<file path="src/rtl/ysyx_210544_cmt_sched_if.sv">
// Commit scheduler bus: two commit sources in, one commit stream out.
// Master is the surrounding pipeline side, slave is the scheduler.
interface ysyx_210544_cmt_sched_if;
  logic         i_wb_req;
  logic         o_wb_ack;
  logic [203:0] i_wb_rec;
  logic         i_trp_req;
  logic         o_trp_ack;
  logic [203:0] i_trp_rec;
  logic         o_cmt_req;
  logic         i_cmt_ack;
  logic [203:0] o_cmt_rec;
  logic [63:0]  o_retire_cnt;
  logic         o_hang;
  logic         o_full;
  logic         o_empty;

  modport master (
    output i_wb_req, i_wb_rec,
    output i_trp_req, i_trp_rec,
    output i_cmt_ack,
    input  o_wb_ack, o_trp_ack,
    input  o_cmt_req, o_cmt_rec,
    input  o_retire_cnt, o_hang,
    input  o_full, o_empty
  );

  modport slave (
    input  i_wb_req, i_wb_rec,
    input  i_trp_req, i_trp_rec,
    input  i_cmt_ack,
    output o_wb_ack, o_trp_ack,
    output o_cmt_req, o_cmt_rec,
    output o_retire_cnt, o_hang,
    output o_full, o_empty
  );
endinterface

</file>
<file path="src/rtl/ysyx_210544_cmt_sched.sv">
// Commit scheduler: trap-priority arbiter, record FIFO,
// retire counter and commit-hang watchdog.
module ysyx_210544_cmt_sched #(
  parameter int DEPTH       = 4,
  parameter int HANG_CYCLES = 4096
) (
  input logic clk,
  input logic rst,
  ysyx_210544_cmt_sched_if.slave bus
);
  localparam int PW    = $clog2(DEPTH);
  localparam int CW    = PW + 1;
  localparam int WW    = $clog2(HANG_CYCLES + 1);
  localparam int NOCMT = 33;

  logic [203:0]  mem_q [DEPTH];
  logic [203:0]  mem_d [DEPTH];
  logic [PW-1:0] wr_ptr_q, wr_ptr_d;
  logic [PW-1:0] rd_ptr_q, rd_ptr_d;
  logic [CW-1:0] cnt_q, cnt_d;
  logic [63:0]   retire_q, retire_d;
  logic [WW-1:0] wd_q, wd_d;
  logic          hang_q, hang_d;

  logic         full, empty, pop, push;
  logic         full_eff, trp_ack, wb_ack;
  logic [203:0] rec;
  logic [203:0] head;

  always_comb begin
    full     = (cnt_q == CW'(DEPTH));
    empty    = (cnt_q == '0);
    head     = mem_q[rd_ptr_q];
    pop      = !empty & bus.i_cmt_ack;
    // a pop in this cycle frees the slot the push needs
    full_eff = full & !pop;
    trp_ack  = bus.i_trp_req & !full_eff;
    wb_ack   = bus.i_wb_req & !bus.i_trp_req & !full_eff;
    push     = trp_ack | wb_ack;
    rec      = bus.i_trp_req ? bus.i_trp_rec : bus.i_wb_rec;

    mem_d = mem_q;
    if (push) mem_d[wr_ptr_q] = rec;
    wr_ptr_d = wr_ptr_q + PW'(push);
    rd_ptr_d = rd_ptr_q + PW'(pop);

    cnt_d = cnt_q;
    unique case ({push, pop})
      2'b10:   cnt_d = cnt_q + 1'b1;
      2'b01:   cnt_d = cnt_q - 1'b1;
      default: cnt_d = cnt_q;
    endcase

    retire_d = retire_q;
    if (pop && !head[NOCMT]) retire_d = retire_q + 64'd1;

    wd_d = wd_q;
    if (pop || empty)
      wd_d = '0;
    else if (wd_q != WW'(HANG_CYCLES))
      wd_d = wd_q + 1'b1;

    hang_d = hang_q | (wd_d == WW'(HANG_CYCLES));
  end

  always_ff @(posedge clk or negedge rst) begin
    if (!rst) begin
      for (int i = 0; i < DEPTH; i++) mem_q[i] <= '0;
      wr_ptr_q <= '0;
      rd_ptr_q <= '0;
      cnt_q    <= '0;
      retire_q <= '0;
      wd_q     <= '0;
      hang_q   <= 1'b0;
    end else begin
      for (int i = 0; i < DEPTH; i++) mem_q[i] <= mem_d[i];
      wr_ptr_q <= wr_ptr_d;
      rd_ptr_q <= rd_ptr_d;
      cnt_q    <= cnt_d;
      retire_q <= retire_d;
      wd_q     <= wd_d;
      hang_q   <= hang_d;
    end
  end

  assign bus.o_trp_ack    = trp_ack;
  assign bus.o_wb_ack     = wb_ack;
  assign bus.o_cmt_req    = !empty;
  assign bus.o_cmt_rec    = empty ? '0 : head;
  assign bus.o_retire_cnt = retire_q;
  assign bus.o_hang       = hang_q;
  assign bus.o_full       = full;
  assign bus.o_empty      = empty;
endmodule

</file>
<file path="src/flat_wrapper.sv">
// flat-port wrapper written by rule: the top's interface ports become plain ports
module ysyx_210544_cmt_sched_flat 
#(
  parameter int DEPTH       = 4,
  parameter int HANG_CYCLES = 4096
)
  (clk, rst, bus_i_wb_req, bus_i_wb_rec, bus_i_trp_req, bus_i_trp_rec, bus_i_cmt_ack, bus_o_wb_ack, bus_o_trp_ack, bus_o_cmt_req, bus_o_cmt_rec, bus_o_retire_cnt, bus_o_hang, bus_o_full, bus_o_empty);
  ysyx_210544_cmt_sched_if bus_i ();
  input logic clk;
  input logic rst;
  input wire logic [$bits(bus_i.i_wb_req)-1:0] bus_i_wb_req;
  input wire logic [$bits(bus_i.i_wb_rec)-1:0] bus_i_wb_rec;
  input wire logic [$bits(bus_i.i_trp_req)-1:0] bus_i_trp_req;
  input wire logic [$bits(bus_i.i_trp_rec)-1:0] bus_i_trp_rec;
  input wire logic [$bits(bus_i.i_cmt_ack)-1:0] bus_i_cmt_ack;
  output wire logic [$bits(bus_i.o_wb_ack)-1:0] bus_o_wb_ack;
  output wire logic [$bits(bus_i.o_trp_ack)-1:0] bus_o_trp_ack;
  output wire logic [$bits(bus_i.o_cmt_req)-1:0] bus_o_cmt_req;
  output wire logic [$bits(bus_i.o_cmt_rec)-1:0] bus_o_cmt_rec;
  output wire logic [$bits(bus_i.o_retire_cnt)-1:0] bus_o_retire_cnt;
  output wire logic [$bits(bus_i.o_hang)-1:0] bus_o_hang;
  output wire logic [$bits(bus_i.o_full)-1:0] bus_o_full;
  output wire logic [$bits(bus_i.o_empty)-1:0] bus_o_empty;
  assign bus_i.i_wb_req = bus_i_wb_req;
  assign bus_i.i_wb_rec = bus_i_wb_rec;
  assign bus_i.i_trp_req = bus_i_trp_req;
  assign bus_i.i_trp_rec = bus_i_trp_rec;
  assign bus_i.i_cmt_ack = bus_i_cmt_ack;
  assign bus_o_wb_ack = bus_i.o_wb_ack;
  assign bus_o_trp_ack = bus_i.o_trp_ack;
  assign bus_o_cmt_req = bus_i.o_cmt_req;
  assign bus_o_cmt_rec = bus_i.o_cmt_rec;
  assign bus_o_retire_cnt = bus_i.o_retire_cnt;
  assign bus_o_hang = bus_i.o_hang;
  assign bus_o_full = bus_i.o_full;
  assign bus_o_empty = bus_i.o_empty;
  ysyx_210544_cmt_sched #(.DEPTH(DEPTH), .HANG_CYCLES(HANG_CYCLES)) u_core (.clk(clk), .rst(rst), .bus(bus_i));
endmodule
</file>
<file path="config.mk">
export PLATFORM = sky130hd
export DESIGN_NAME = ysyx_210544_cmt_sched_flat
export DESIGN_NICKNAME = d
export VERILOG_FILES = /design/src/rtl/ysyx_210544_cmt_sched_if.sv /design/src/rtl/ysyx_210544_cmt_sched.sv /design/src/flat_wrapper.sv
export SDC_FILE = /design/constraint.sdc
export NUM_CORES = 2
export LEC_CHECK = 0
export BUFFER_PORTS_ARGS = -buffer_cell sky130_fd_sc_hd__buf_4
export CORE_ASPECT_RATIO = 0.8
export CORE_MARGIN = 5
export CORE_UTILIZATION = 40
export DETAILED_ROUTE_END_ITERATION = 7
export HOLD_SLACK_MARGIN = 0.08
export MAX_ROUTING_LAYER = met4
export SETUP_SLACK_MARGIN = 0.15
export SLEW_MARGIN = 25
export SYNTH_ARGS = -nofsm -noshare
export SYNTH_HDL_FRONTEND = slang
export SYNTH_SLANG_ARGS = --single-unit
</file>
<file path="constraint.sdc">
create_clock -name clk -period 5.3 [get_ports clk]
set_clock_uncertainty 0.05 [all_clocks]
set_input_delay 0.265 -clock clk [delete_from_list [all_inputs] [get_ports clk]]
set_output_delay 0.265 -clock clk [all_outputs]
set_load 0.01 [all_outputs]
</file>
==> results.sh <==
export IMPL_numCtsBuffers=93
export IMPL_vias=30952
export IMPL_path_cells="buf_12 > buf_4 > mux4_2 > and2_1 > buf_4"
export IMPL_clock_sinks=901
export IMPL_synth_compound_area_share_pct=10.4
export IMPL_drive_gt1_share_pct=23.3
export IMPL_synth_xor_area_share_pct=1.64
export IMPL_rr_endpoint="u_core.bus.o_retire_cnt[61]"
export IMPL_critical_path_max_fanout=74
export IMPL_antenna_found_initial=1
export IMPL_drtAntennaViolNets=0
export IMPL_synthCells=3728
export IMPL_synthAdderAreaFrac_pct=0.234
export IMPL_grt_max_degree=163
export IMPL_grt_pass1_wl_um=185000
export IMPL_cap_violations=0
export IMPL_avgViaCountPerCell=5.09
export IMPL_irDropWorstVdd_mv=0.389
export IMPL_ios=687
export IMPL_drt_iter0_drc=1808
export IMPL_area_growth_syn_to_layout_pct=33.8
export IMPL_slew_headroom_pct=27.7
export IMPL_die_w_um=366
export IMPL_dr_pass1_iters=5
export IMPL_setup_viol=0
export IMPL_p_comb_share_pct=45.8
export IMPL_worst_hold_path_endpoint="u_core.mem_q[343]"
export IMPL_endpoint_kind="output port"
export IMPL_nets=5099
export IMPL_cts_tree="yes"
export IMPL_cp_start_kind="flop"
export IMPL_p_seq_share_pct=33.9
export IMPL_regArea_sq_um=22600
export IMPL_tightest_slew_ps=1050
export IMPL_io_buffer_count=686
export IMPL_p_leak_nw=23.8
export IMPL_rows=104
export IMPL_switching_share_pct=36.2
export IMPL_cp_slowest_cell="buf_4"
export IMPL_p_sw_mw=12.5
export IMPL_fin_setup_tns_ps=0
export IMPL_pwr_share_clk_pct=20.2
export IMPL_worstHoldStart="bus_i_trp_rec[139]"
export IMPL_synth_avg_cell_area_sq_um=10.9
export IMPL_synth_seq_cells=901
export IMPL_overflow=0
export IMPL_cp_required_ps=4990
export IMPL_finalCriticalPeriod_ps=3990
export IMPL_drcViolationCount=0
export IMPL_dpl_cell_area_sq_um=47000
export IMPL_clock_latency_ps=620
export IMPL_synth_mux_area_share_pct=16.4
export IMPL_cp_common_cell="buf_4"
export IMPL_multi_input_area_sq_um=17000
export IMPL_internal_power_mw=22.1
export IMPL_final_area_sq_um=54300
export IMPL_hpwl_um=73500
export IMPL_min_path_type="in2reg"
export IMPL_synth_cell_types=42
export IMPL_die_h_um=295
export IMPL_hold_violations=0
export IMPL_yosys_area_share_simple_pct=13.1
export IMPL_status="finished clean"
export IMPL_ys_warn_count=0
export IMPL_htreeDepth=3
export IMPL_path_depth=5
export IMPL_syn_cell_area_sq_um=40600
export IMPL_placed_cells=5502
export IMPL_gp_congestion=0.811
export IMPL_cts_max_path_buffers=3
export IMPL_worst_r2r_setup_slack_ps=2050
export IMPL_r2r_cells=6
export IMPL_die_area_sq_um=108000
export IMPL_core_area_sq_um=101000
export IMPL_critical_path_buf_inv_count=3
export IMPL_clk_pin_slew_ps=60
export IMPL_routedWlPerCell_um=19.1
export IMPL_grt_setup_unrepaired="false"
export IMPL_p_per_area_nw_per_um2=637
export IMPL_start_util_pct=40.3
export IMPL_crit_family="buffers and inverters"
export IMPL_synth_nets=4148
export IMPL_grt_usage_pct=21.8
export IMPL_cts_root_buf="clkbuf_16"
export IMPL_grt_pass1_vias=32236
export IMPL_final_cells=6079
export IMPL_hold_path_depth=3
export IMPL_cts_resized=0
export IMPL_nFillCells=8755
export IMPL_finalCritPeriodShare_pct=75.3
export IMPL_p_total_mw=34.6
export IMPL_critPathMaxStageDelay_ps=810
export IMPL_drt_total_wl_um=116000
export IMPL_critical_path_arrival_ps=3670
export IMPL_synth_top_family_by_area="multiplexers"
export IMPL_slew_violations=0
export IMPL_ys_seq_area_share_pct=55.5
export IMPL_critical_path_class="reg2out"
export IMPL_max_freq_mhz=251
export IMPL_r2r_start="u_core.rd_ptr_q[0]"
export IMPL_worst_hold_slack_ps=137
==> layout make-up <==
| type | count | area share [%] |
|---|---|---|
| diodes | 2 | 0.00921 |
| repair buffers | 1137 | 18.0 |
| clock inverters | 38 | 0.992 |
| multi-input cells | 2527 | 31.3 |
| inverters | 19 | 0.131 |
| clock buffers | 130 | 5.06 |
| flip-flops and latches | 901 | 41.5 |
| well taps | 1325 | 3.05 |
==> synth_stat cells (all sizes together) <==
cell,n,area share (%)
a211o,1,0.022
a211oi,1,0.018
a21oi,617,7.6
a22oi,1,0.018
a41o,1,0.025
a41oi,1,0.022
and2,207,3.2
and3,14,0.22
and4,8,0.17
buf,39,0.42
clkbuf,242,2.2
dfrtp,901,56
fa,1,0.049
ha,6,0.18
inv,19,0.18
mux2i,206,5.1
mux4,204,11
nand2,235,2.2
nand2b,3,0.046
nand3,28,0.34
nand3b,1,0.049
nand4,14,0.22
nor2,651,6.0
nor2b,3,0.046
nor3,13,0.19
nor3b,2,0.037
nor4,3,0.046
nor4b,1,0.022
nor4bb,1,0.025
o21ai,209,2.6
o22ai,1,0.015
o31ai,1,0.018
o32ai,1,0.022
o41ai,1,0.022
or2,3,0.046
or3,6,0.092
or4,6,0.13
xnor2,51,1.1
xor2,25,0.54
==> layout by cell type, fill, tap and decap left out, drive strengths merged, types with 130 or more instances in the layout <==
master,count
dfrtp,901
buf,730
nor2,651
a21oi,617
dlygate4sd3,407
nand2,235
o21ai,209
and2,207
mux2i,206
mux4,204
clkbuf,130
==> registers in the layout, summed over array words and instances (netlist names) <==
| signal | cells |
|---|---|
| u_core.mem_q | 816 |
| u_core.wd_q | 13 |
| u_core.cnt_q | 3 |
| u_core.bus.o_hang | 1 |
| u_core.bus.o_retire_cnt | 64 |
| u_core.rd_ptr_q | 2 |
| u_core.wr_ptr_q | 2 |
==> worst max path at each step <==
stage	from	endpoint	slack, ps
after floorplan	u_core.rd_ptr_q[0]	u_core.bus.o_retire_cnt[56]	2440
after global placement	u_core.rd_ptr_q[0]	bus_o_cmt_rec[22]	1820
after detailed placement	u_core.rd_ptr_q[0]	bus_o_cmt_rec[22]	1810
after CTS	u_core.rd_ptr_q[0]	bus_o_cmt_rec[22]	1110
after global routing	u_core.rd_ptr_q[0]	bus_o_cmt_rec[9]	960
final	u_core.rd_ptr_q[0]	bus_o_cmt_rec[9]	1310
==> worst reg2reg max path, stage by stage, from the launching register on <==
cell	delay (ps)
dfrtp_4	680
mux4_2	600
nand3b_4	240
or4_1	630
or4_1	580
nor3_1	220
xor2_1	160
==> routing by layer <==
layer,part of all wire (%),up-vias,GRT usage (%)
li1,-,14803,-
met1,44,15244,28.4
met2,48,712,35.4
met3,4.5,193,3.64
met4,3.3,0,6.84
met5,0,-,-
==> through the flow <==
stage	utilization (%)	setup WS (ps)
after detailed placement	46.6	1810
after floorplan	-	2440
final	54.0	1310
after CTS	53.9	1110
after global placement	46.6	1820
after global routing	53.9	965
==> power by group through the flow <==
stage          Clock (mW)  Combinational (mW)  Sequential (mW)
6_report             7.00                15.8             11.7
5_1_grt              7.47                17.4             12.1
4_1_cts              7.19                16.1             11.7
3_5_place_dp            0                15.8             11.8
3_3_place_gp            0                15.5             11.8
2_1_floorplan           0                10.0             11.2
==> kinds of logic after synthesis <==
logic type	count (synthesis)
buffers and inverters	300
XOR/XNOR	76
AND/OR/NAND/NOR	1199
flip-flops	901
adder cells (fa/ha/maj)	7
AO/OA/AOI/OAI	835
multiplexers	410
==> what timing repair did <==
item | in CTS | in global routing
hold buffers | 407 | 0
endpoints found under the hold margin | 879 | 0
setup buffers | 0 | 0
(Power assumes the default switching activity.)
